==> src/rtl/timeslot_scheduler.sv <==
// timeslot_scheduler
//   Shares one slow-rate time resource between N_REQ requesters on the 1 MHz
//   domain. A built-in prescaler produces coherent single-cycle tick enables
//   (tick_100k every DIV_FAST cycles, tick_10k every DIV_FAST*DIV_SLOW cycles,
//   always coincident with a tick_100k). A round-robin arbiter hands out slots
//   of SLOT_TICKS tick_100k periods, starting only on a tick_10k edge.
//
//   Ports:
//     clock1M        in   system clock, 1 MHz
//     reset          in   asynchronous, active-high reset
//     enable         in   0 = prescaler cleared and held, no new grants
//     req            in   level request per requester
//     gnt            out  one-hot grant, all-zero when idle
//     tick_100k      out  one-cycle pulse every DIV_FAST cycles
//     tick_10k       out  one-cycle pulse every DIV_FAST*DIV_SLOW cycles
//     slot_active    out  high while any gnt bit is high
//     slot_owner     out  index of current/last owner
//     slot_remaining out  tick_100k periods left in current slot
//
//   Build option:
//     TSS_PRIO0_EN   requester 0 wins every arbitration it takes part in;
//                    the round-robin pointer is left untouched when it does.
module timeslot_scheduler #(
  parameter int N_REQ      = 4,
  parameter int DIV_FAST   = 10,
  parameter int DIV_SLOW   = 10,
  parameter int SLOT_TICKS = 5
) (
  input  logic                     clock1M,
  input  logic                     reset,
  input  logic                     enable,
  input  logic [N_REQ-1:0]         req,
  output logic [N_REQ-1:0]         gnt,
  output logic                     tick_100k,
  output logic                     tick_10k,
  output logic                     slot_active,
  output logic [$clog2(N_REQ)-1:0] slot_owner,
  output logic [7:0]               slot_remaining
);

  localparam int OW = $clog2(N_REQ);
  localparam int FW = (DIV_FAST > 1) ? $clog2(DIV_FAST) : 1;
  localparam int SW = (DIV_SLOW > 1) ? $clog2(DIV_SLOW) : 1;
  localparam logic [FW-1:0] FAST_MAX = FW'(DIV_FAST - 1);
  localparam logic [SW-1:0] SLOW_MAX = SW'(DIV_SLOW - 1);

  typedef enum logic {IDLE, GRANT} state_t;

  state_t             state_q, state_d;
  logic [FW-1:0]      fast_q, fast_d;
  logic [SW-1:0]      slow_q, slow_d;
  logic               tick_100k_q, tick_10k_q;
  logic [N_REQ-1:0]   gnt_q, gnt_d;
  logic               active_q;
  logic [OW-1:0]      owner_q, owner_d;
  logic [OW-1:0]      rr_q, rr_d;
  logic [7:0]         rem_q, rem_d;
  logic               wrap_fast, wrap_slow;
  logic [OW-1:0]      winner;

  // First set request bit strictly after ptr, wrapping modulo N_REQ. The loop
  // runs from the farthest candidate down so the nearest one is kept last.
  function automatic logic [OW-1:0] rr_pick(input logic [N_REQ-1:0] r,
                                            input logic [OW-1:0]    ptr);
    logic [OW-1:0] pick;
    logic [OW-1:0] idx;
    pick = ptr;
    for (int i = N_REQ; i >= 1; i--) begin
      idx = OW'((int'(ptr) + i) % N_REQ);
      if (r[idx]) pick = idx;
    end
    return pick;
  endfunction

  // Wrap conditions are combinational so the tick registers and the FSM act
  // on the same edge that raises the registered tick outputs.
  assign wrap_fast = enable && (fast_q == FAST_MAX);
  assign wrap_slow = wrap_fast && (slow_q == SLOW_MAX);

  always_comb begin
    fast_d = fast_q;
    slow_d = slow_q;
    if (!enable) begin
      fast_d = '0;
      slow_d = '0;
    end else if (wrap_fast) begin
      fast_d = '0;
      slow_d = wrap_slow ? '0 : slow_q + 1'b1;
    end else begin
      fast_d = fast_q + 1'b1;
    end
  end

`ifdef TSS_PRIO0_EN
  assign winner = req[0] ? '0 : rr_pick(req, rr_q);
`else
  assign winner = rr_pick(req, rr_q);
`endif

  always_comb begin
    state_d = state_q;
    gnt_d   = gnt_q;
    owner_d = owner_q;
    rr_d    = rr_q;
    rem_d   = rem_q;
    case (state_q)
      IDLE: begin
        if (wrap_slow && (|req)) begin
          gnt_d   = N_REQ'(1) << winner;
          owner_d = winner;
          rem_d   = 8'(SLOT_TICKS);
          state_d = GRANT;
`ifdef TSS_PRIO0_EN
          if (!req[0]) rr_d = winner;
`else
          rr_d    = winner;
`endif
        end
      end
      GRANT: begin
        // Early release takes precedence and also covers a release that
        // lands on the expiry edge: one transition to IDLE either way.
        if (!req[owner_q]) begin
          gnt_d   = '0;
          rem_d   = '0;
          state_d = IDLE;
        end else if (wrap_fast) begin
          rem_d = rem_q - 8'd1;
          if (rem_q == 8'd1) begin
            gnt_d   = '0;
            state_d = IDLE;
          end
        end
      end
      default: begin
        gnt_d   = '0;
        state_d = IDLE;
      end
    endcase
  end

  always_ff @(posedge clock1M or posedge reset) begin
    if (reset) begin
      state_q     <= IDLE;
      fast_q      <= '0;
      slow_q      <= '0;
      tick_100k_q <= 1'b0;
      tick_10k_q  <= 1'b0;
      gnt_q       <= '0;
      active_q    <= 1'b0;
      owner_q     <= '0;
      rr_q        <= OW'(N_REQ - 1);
      rem_q       <= '0;
    end else begin
      state_q     <= state_d;
      fast_q      <= fast_d;
      slow_q      <= slow_d;
      tick_100k_q <= wrap_fast;
      tick_10k_q  <= wrap_slow;
      gnt_q       <= gnt_d;
      active_q    <= |gnt_d;
      owner_q     <= owner_d;
      rr_q        <= rr_d;
      rem_q       <= rem_d;
    end
  end

  assign gnt            = gnt_q;
  assign tick_100k      = tick_100k_q;
  assign tick_10k       = tick_10k_q;
  assign slot_active    = active_q;
  assign slot_owner     = owner_q;
  assign slot_remaining = rem_q;

endmodule
==> config.mk <==
export PLATFORM = sky130hd
export DESIGN_NAME = timeslot_scheduler
export DESIGN_NICKNAME = d
export VERILOG_FILES = /design/src/rtl/timeslot_scheduler.sv
export SDC_FILE = /design/constraint.sdc
export NUM_CORES = 1
export LEC_CHECK = 0
export ABC_AREA = 1
export CAP_MARGIN = 5
export CORE_ASPECT_RATIO = 2
export CORE_MARGIN = 10
export CORE_UTILIZATION = 58
export CTS_CLUSTER_DIAMETER = 60
export DETAILED_ROUTE_END_ITERATION = 7
export HOLD_SLACK_MARGIN = 0.03
export PLACE_DENSITY = 0.95
export SLEW_MARGIN = 25
export SYNTH_ARGS = -nofsm -noshare
export SYNTH_HDL_FRONTEND = slang
export SYNTH_SLANG_ARGS = --single-unit
==> constraint.sdc <==
create_clock -name clock1M -period 2.5 [get_ports clock1M]
set_input_delay 0.5 -clock clock1M [delete_from_list [all_inputs] [get_ports clock1M]]
set_output_delay 0.5 -clock clock1M [all_outputs]
set_load 0.02 [all_outputs]
Yosys cells after proc, flatten, opt, wreduce, memory -nomap -nowiden. Cells that the tools add are included.

$add $sub $neg: 7. Order comparisons: 5. Eq/ne operators: 6. Shift operators: 1. Multiplexer cells: 33. Bitwise logic cells: 1. Reduce and logical (&&, ||, !) cells: 7.

Operator list (count): two-way mux 4 bit (9); two-way mux 8 bit (3); case mux 8 bit (2 select lines) (1); < comparator 2 x 3 -> 1 bit (second input constant) (5); binary-select mux 1 bit (select 2 bit) (5); two-way mux 1 bit (9); adder 4 x 1 -> 4 bit (second input constant) (2); == test 4 bit (second input constant) (2); == test 8 x 1 -> 1 bit (second input constant) (1); two-way mux 2 bit (4); case mux 4 bit (2 select lines) (1); OR reduction 4 bit (2); subtractor 8 x 1 -> 8 bit (second input constant) (1); adder 2 x 1 -> 2 bit (second input constant) (2); adder 2 bit (second input constant) (2); AND reduction 2 bit (2); << shifter 1 x 2 -> 4 bit (first input constant) (1); logical AND 1 bit (3); inequality test 3 bit (second input constant) (1); inequality test 2 x 1 -> 1 bit (second input constant) (1); inequality test 2 bit (second input constant) (1); case mux 1 bit (2 select lines) (1); inverter 1 bit (1).

Register bits after elaboration: 28. Word-level logic and storage cells: 70.

Logic depth before layout (Yosys ltp).
Depth after elaboration: 11. Gate-level depth with buffers: 18. Mapped depth without buffers: 17.

Worst setup path after synthesis. Ideal clock, no wire load.

Kind: register to register. From: reg fast_q[1]. To: reg rem_q[7], in the netlist slot_remaining[7]. Library setup time: 71 ps. Data arrival time: 1635 ps. Required time: 2429 ps. Path slack: 793 ps. Cell stages (with the launch flop): 17. Buffers on the path: 0. Period minus slack after synthesis: 1707 ps. Cells stage by stage: dfrtp_1 > inv_1 > ha_1 > inv_1 > nor2_2 > nand3_2 > nor2_4 > nand2_4 > nor2_8 > inv_4 > nand2_4 > inv_4 > nor2_4 > nand3_2 > nand2_1 > o21ai_1 > nor2_1.

Word-level cells in the longest chain between the ends: 6. Elaborated cells on any way between the ends: 7. Those cells by class: eq/ne: 3; reduce/logical: 4.

Ends and longest elaborated chain: start: declaration (line 50) `logic [FW-1:0] fast_q, fast_d;`; start signal: assignment (line 156) `fast_q <= fast_d;`; == test 4 bit (line 77) `assign wrap_fast = enable && (fast_q == FAST_MAX);`; logical AND 1 bit (line 77); logical AND 1 bit (line 78) `assign wrap_slow = wrap_fast && (slow_q == SLOW_MAX);`; named net wrap_slow (line 58) `logic wrap_fast, wrap_slow;`; logical AND 1 bit (line 108) `if (wrap_slow && (|req)) begin`; inequality test 2 bit (no line); AND reduction 2 bit (no line); end signal: assignment (line 164) `rem_q <= rem_d;`; end: declaration (line 57) `logic [7:0] rem_q, rem_d;`.

The timed path passes the listed nets, and every way through them passes these cells. A chain may end at the register's enable or synchronous reset.

Worst setup path in the final report.
From: in enable. To: reg rem_q[7], in the netlist slot_remaining[7].

Word-level cells in the longest chain between the ends: 5. Elaborated cells on any way between the ends: 6. Those cells by class: eq/ne: 2; reduce/logical: 4.

Ends and longest elaborated chain: start: declaration (line 31) `input logic enable,`; logical AND 1 bit (line 77); logical AND 1 bit (line 78); named net wrap_slow (line 58); logical AND 1 bit (line 108); inequality test 2 bit (no line); AND reduction 2 bit (no line).

The timed path passes the listed nets, and every way through them passes these cells.

==> metrics.cfg <==
[place]
preCtsSetupSlack_ns=0.241
dp.cells=266
gp_congestion=0.912
hpwl_um=3050
place_area_mm2=0.00190
placement.io_buffers=23

[logic_synthesis]
synth_edf_count=0
ys_seq_area_frac=0.429
syn_inst=214
ys_types=28
async_reset_ff_frac=1.00
avgSynthCellArea_um2=7.65
syn_area_mm2=0.00164
synth_top_area_cell=dfrtp_1
yosysWarnings=0
ys_ff_latch=28
synth_top_area_share=0.397
synth_top_cells_by_area=dfrtp_1 40%, nand2_1 17%, inv_1 5.7%
synthFlopType=dfrtp_1
syn-num-nets=227

[pwr]
power_uw=917
ir_drop_v=0.000493
power.density_mw_per_mm2=468
p_leak_nw=1.02

[sta]
slew_viol_final=0
hold_slack_ns=0.499
finalHoldViolations=0
finalClockSkew_ns=0.00259
setup_viol=0
setup_tns_ns=0
timing.final.crit_share=0.810
grt_setup_unrepaired=false
timing.fmax_ghz=0.494
layout_min_cycle_time_ns=2.03
tightestPinTransition_ns=0.401
slew_headroom=0.731
layout_setup_ws_ns=0.474

[setup_path]
regToRegStartpoint=fast_q[1]
rr_worst_depth=16
critPathSlowestCell=clkdlybuf4s50_1
crit_fanout=9
worstSetupPathType=in2reg
worstPathCellList=clkdlybuf4s50_1, nand3_2, nor2_4, nand2_4, nor2_8, inv_4, nand2_4, inv_4, nor2_4, nand3_2, nand2_1, o21ai_1, nor2_1
worstPathRequired_ns=2.71
rr_endpoint=slot_remaining[7]
path_delay_family=simple AND/OR/NAND/NOR gates
cp.arrival_ns=2.24
startpoint=enable
cp_num_buf_inv=3
slowest_delay_ns=0.56
r2r_slack_ns=0.52
startpoint_type=primary input
endpoint_kind=register

[floorplanning]
start_util=0.599
num_rows=27
io_pins=24
dieHeight_um=95.2
die-width_um=57.6
core_mm2=0.00274
dieArea_mm2=0.00548

[global_route]
grt_pass1_wl_um=6600
grt_pass1_vias=1532
grt_max_degree=29
gr-total-overflow=0
grtUsageTotal=0.148
grt_antenna_before_repair=0

[clocking]
cts_tree=done
ctsResizeCount=0
clock_path_buffers=2
clock_latency_ns=0.27
clock_tree.root_cell=clkbuf_8
hold_buffers=0
cts_setup_buffers=0
clkTransAtPathRegs_ns=0.09
clkSinkCount=28
htreeDepth=1
numCtsBuffers=3

[cells_and_area]
mostFrequentLayoutCells=72 x nand2_1, 26 x dfrtp_1, 25 x inv_1, 23 x clkdlybuf4s50_1, 18 x nor2_1
multi_input_area_um2=800
final_cell_area_mm2=0.00196
utilization=0.716
area_growth_pct=19.6
antenna_cells=0
drive_gt1_frac=0.104
nFillCells=210
seqCellArea_um2=703
fin_nets=255
layout_commonest_cell=nand2_1
layout.cells.non_filler=270

[outcome]
status=finished clean

[detailed_routing]
drc=0
wire_per_inst_um=14.0
dr_total_vias=1463
wirelength_um=3790
first_pass_iters=4
first_iter_violations=42
viasPerCell=5.42
ant_nets=0

[min_path]
hp-class=reg2reg
hold_depth=1
worst_hold_path.endpoint=fast_q[0]
min-delay-start=fast_q[0]

[job]
maxCapViolCount=0

## routing by layer
layer | share of wire | up-vias | wire length [um] | track usage
met5 | 0 | - | 0 | 0
met4 | 0.027 | 0 | 103 | 0.0846
met3 | 0.036 | 11 | 135 | 0.0320
met2 | 0.59 | 31 | 2250 | 0.295
met1 | 0.34 | 694 | 1300 | 0.126
li1 | - | 727 | - | -
## worst max path at each step
stage	depth (start not counted)	slack [ns]	to
5_1_grt	16	0.29	slot_remaining[7]
6_report	13	0.47	slot_remaining[7]
3_3_place_gp	10	0.27	slot_remaining[4]
2_1_floorplan	16	0.79	slot_remaining[7]
4_1_cts	13	0.49	slot_remaining[7]
3_5_place_dp	13	0.24	slot_remaining[7]
## power breakdown
part / leakage, nW / internal (mW) / total, mW / switching, mW
registers: 0.362 / 0.471 / 0.490 / 0.0188
clock network: 0.0288 / 0.141 / 0.276 / 0.135
logic: 0.633 / 0.0615 / 0.151 / 0.0894
total: 1.02 / 0.674 / 0.917 / 0.243
## sequential cells by signal, summed over array words and instances, names as in the netlist
name,count
gnt,4
rr_q,2
tick_100k,1
fast_q,4
state_q,1
slot_remaining,8
slot_active,1
slow_q,4
tick_10k,1
slot_owner,2
## area by class of cell
type,count,area share
clock buffer,4,0.0281
inverter,32,0.0651
multi-input combinational,153,0.408
sequential,28,0.359
tap,29,0.0185
timing repair buffer,24,0.121
## cell families (layout without fill, tap and decap cells)
kind of cell / Yosys count / count (layout) / synth area share
AO/OA/AOI/OAI: 19 / 19 / 0.0657
XOR/XNOR: 7 / 7 / 0.0374
adder cells (fa/ha/maj): 6 / 6 / 0.0458
buffers and inverters: 33 / 60 / 0.0825
flip-flops: 28 / 28 / 0.429
AND/OR/NAND/NOR: 121 / 121 / 0.339
## Yosys cell counts, types with 2 or more instances
| master | count |
|---|---|
| nand2_1 | 72 |
| inv_4 | 3 |
| nor3_1 | 3 |
| xnor2_1 | 2 |
| xor2_1 | 5 |
| dfstp_2 | 2 |
| o22ai_1 | 2 |
| dfrtp_1 | 26 |
| nand3_2 | 2 |
| ha_1 | 6 |
| nor2_4 | 2 |
| o21ai_0 | 5 |
| nor2_1 | 18 |
| nand3_1 | 16 |
| a31oi_1 | 2 |
| inv_1 | 25 |
| nand2_4 | 2 |
| o21ai_1 | 4 |
| nor2_2 | 2 |
| o31ai_1 | 2 |
| inv_2 | 4 |
| a21oi_1 | 3 |
(Power assumes the default switching activity.)
==> variant (same settings) <==
Reset style: synchronous (`reset`), changed in one clocked block. Comments in the files are not updated.
--- a/src/rtl/timeslot_scheduler.sv
+++ b/src/rtl/timeslot_scheduler.sv
@@ -140,5 +140,5 @@
   end
 
-  always_ff @(posedge clock1M or posedge reset) begin
+  always_ff @(posedge clock1M) begin
     if (reset) begin
       state_q     <= IDLE;
Behaviour: same outputs for any inputs over 4 cycles, from zero or initial values and one cycle with reset high; that may be too few to reach the edited logic, so the function may still have changed.
==> variant against the unedited design <==
Register-to-register slack gained 0.26 ns. Die area fell by 5.6%. Final area fell by 6.9%. Critical path type unchanged. Setup slack gained 0.075 ns. Routed wire length fell by 13%. Synthesized area shrank 7.7%. Sequential share of layout area down 5.2 points. Sequential cell count did not move.
Power is not compared: it rests on default switching activity, and its combinational part moved more than twofold at a synthesized area within 25%.
==> variant: results (changes against the unedited design) <==
metric	value	unit	change
Crit. Startpoint	req[0]		
filler instances	194		-7.6%
Worst Skew	0.002472	ns	-0.0001220 ns
grt met2 use	25.74	%	-3.8 points
status	completed		
Distinct cells, synth	34		+21%
DP HPWL	2630	um	-14%
Sequential cell area	560.5	um^2	-20%
max incr delay on CP	0.50	ns	-0.06 ns
r2r setup slk	0.78	ns	+0.26 ns
GPL Wtd Cong	0.8572		-6.0%
Hold WS	0.4750	ns	-0.02441 ns
metal2 WL	1825	um	-19%
vias in the first global route	1446		-5.6%
non-filler cells, final	268		-0.74%
Worst EP arrival	2.11	ns	-0.13 ns
syn_area_per_cell	7.063	um^2	-7.7%
Worst Reg-to-Reg Cells	13		-3
CP Capture Point	slot_remaining[7]		
largest net degree at the start of global routing	16		-45%
global-route wire length before repair	5816	um	-12%
# placed instances	264		-0.75%
Worst-Margin Slew	0.3439	ns	-0.05714 ns
share of cells above drive strength 1	8.750	%	-1.6 points
Worst Hold End	fast_q[0]		
worst r2r src	rr_q[0]		
top cells by area, synth	dfxtp_1 (37%), nand2_1 (16%), inv_1 (6.7%), ha_1 (5.0%), nor2_1 (4.7%)		
WL met1	1274	um	-2.1%
instance area at placement	1769	um^2	-7.1%
Synth top cells by count	nand2_1 (66), dfxtp_1 (28), inv_1 (27)		
sequential area share after synthesis	37.09	%	-5.8 points
fin nets	254		-0.39%
WL met3	117	um	-13%
min Tclk post-route	1.951	ns	-0.07489 ns
met3 usage	2.210	%	-0.99 points
GR met1 Demand/Resource	11.72	%	-0.92 points
reg2reg end	slot_active		
HP Start	fast_q[0]		
Num CTS Buffers	3		unchanged
DRT Pass-1 Iters	5		+1
gr usage total	12.94	%	-1.9 points
Crit Path Max Fanout	7		-2
## variant: power groups by stage
stage	Sequential, mW	Combinational (mW)	Clock (mW)
CTS	0.449	0.0451	0.276
global placement	0.459	0.0432	0
detailed placement	0.459	0.0444	0
floorplan	0.459	0.0244	0
global route	0.449	0.0507	0.290
finish	0.449	0.0451	0.268
## variant: layout make-up
type,instances,share of cell area (%)
repair buffers,24,13.03
inverters,30,6.447
clock buffers,4,3.018
flip-flops and latches,28,30.73
well taps,28,1.920
multi-input cells,154,44.86
## variant: logic make-up after synthesis
kind of cell / count (synthesis) / share of synthesized area (%)
AND/OR/NAND/NOR: 115 / 35.51
AO/OA/AOI/OAI: 28 / 10.76
flip-flops: 28 / 37.09
adder cells (fa/ha/maj): 6 / 4.967
XOR/XNOR: 5 / 2.897
buffers and inverters: 32 / 8.774
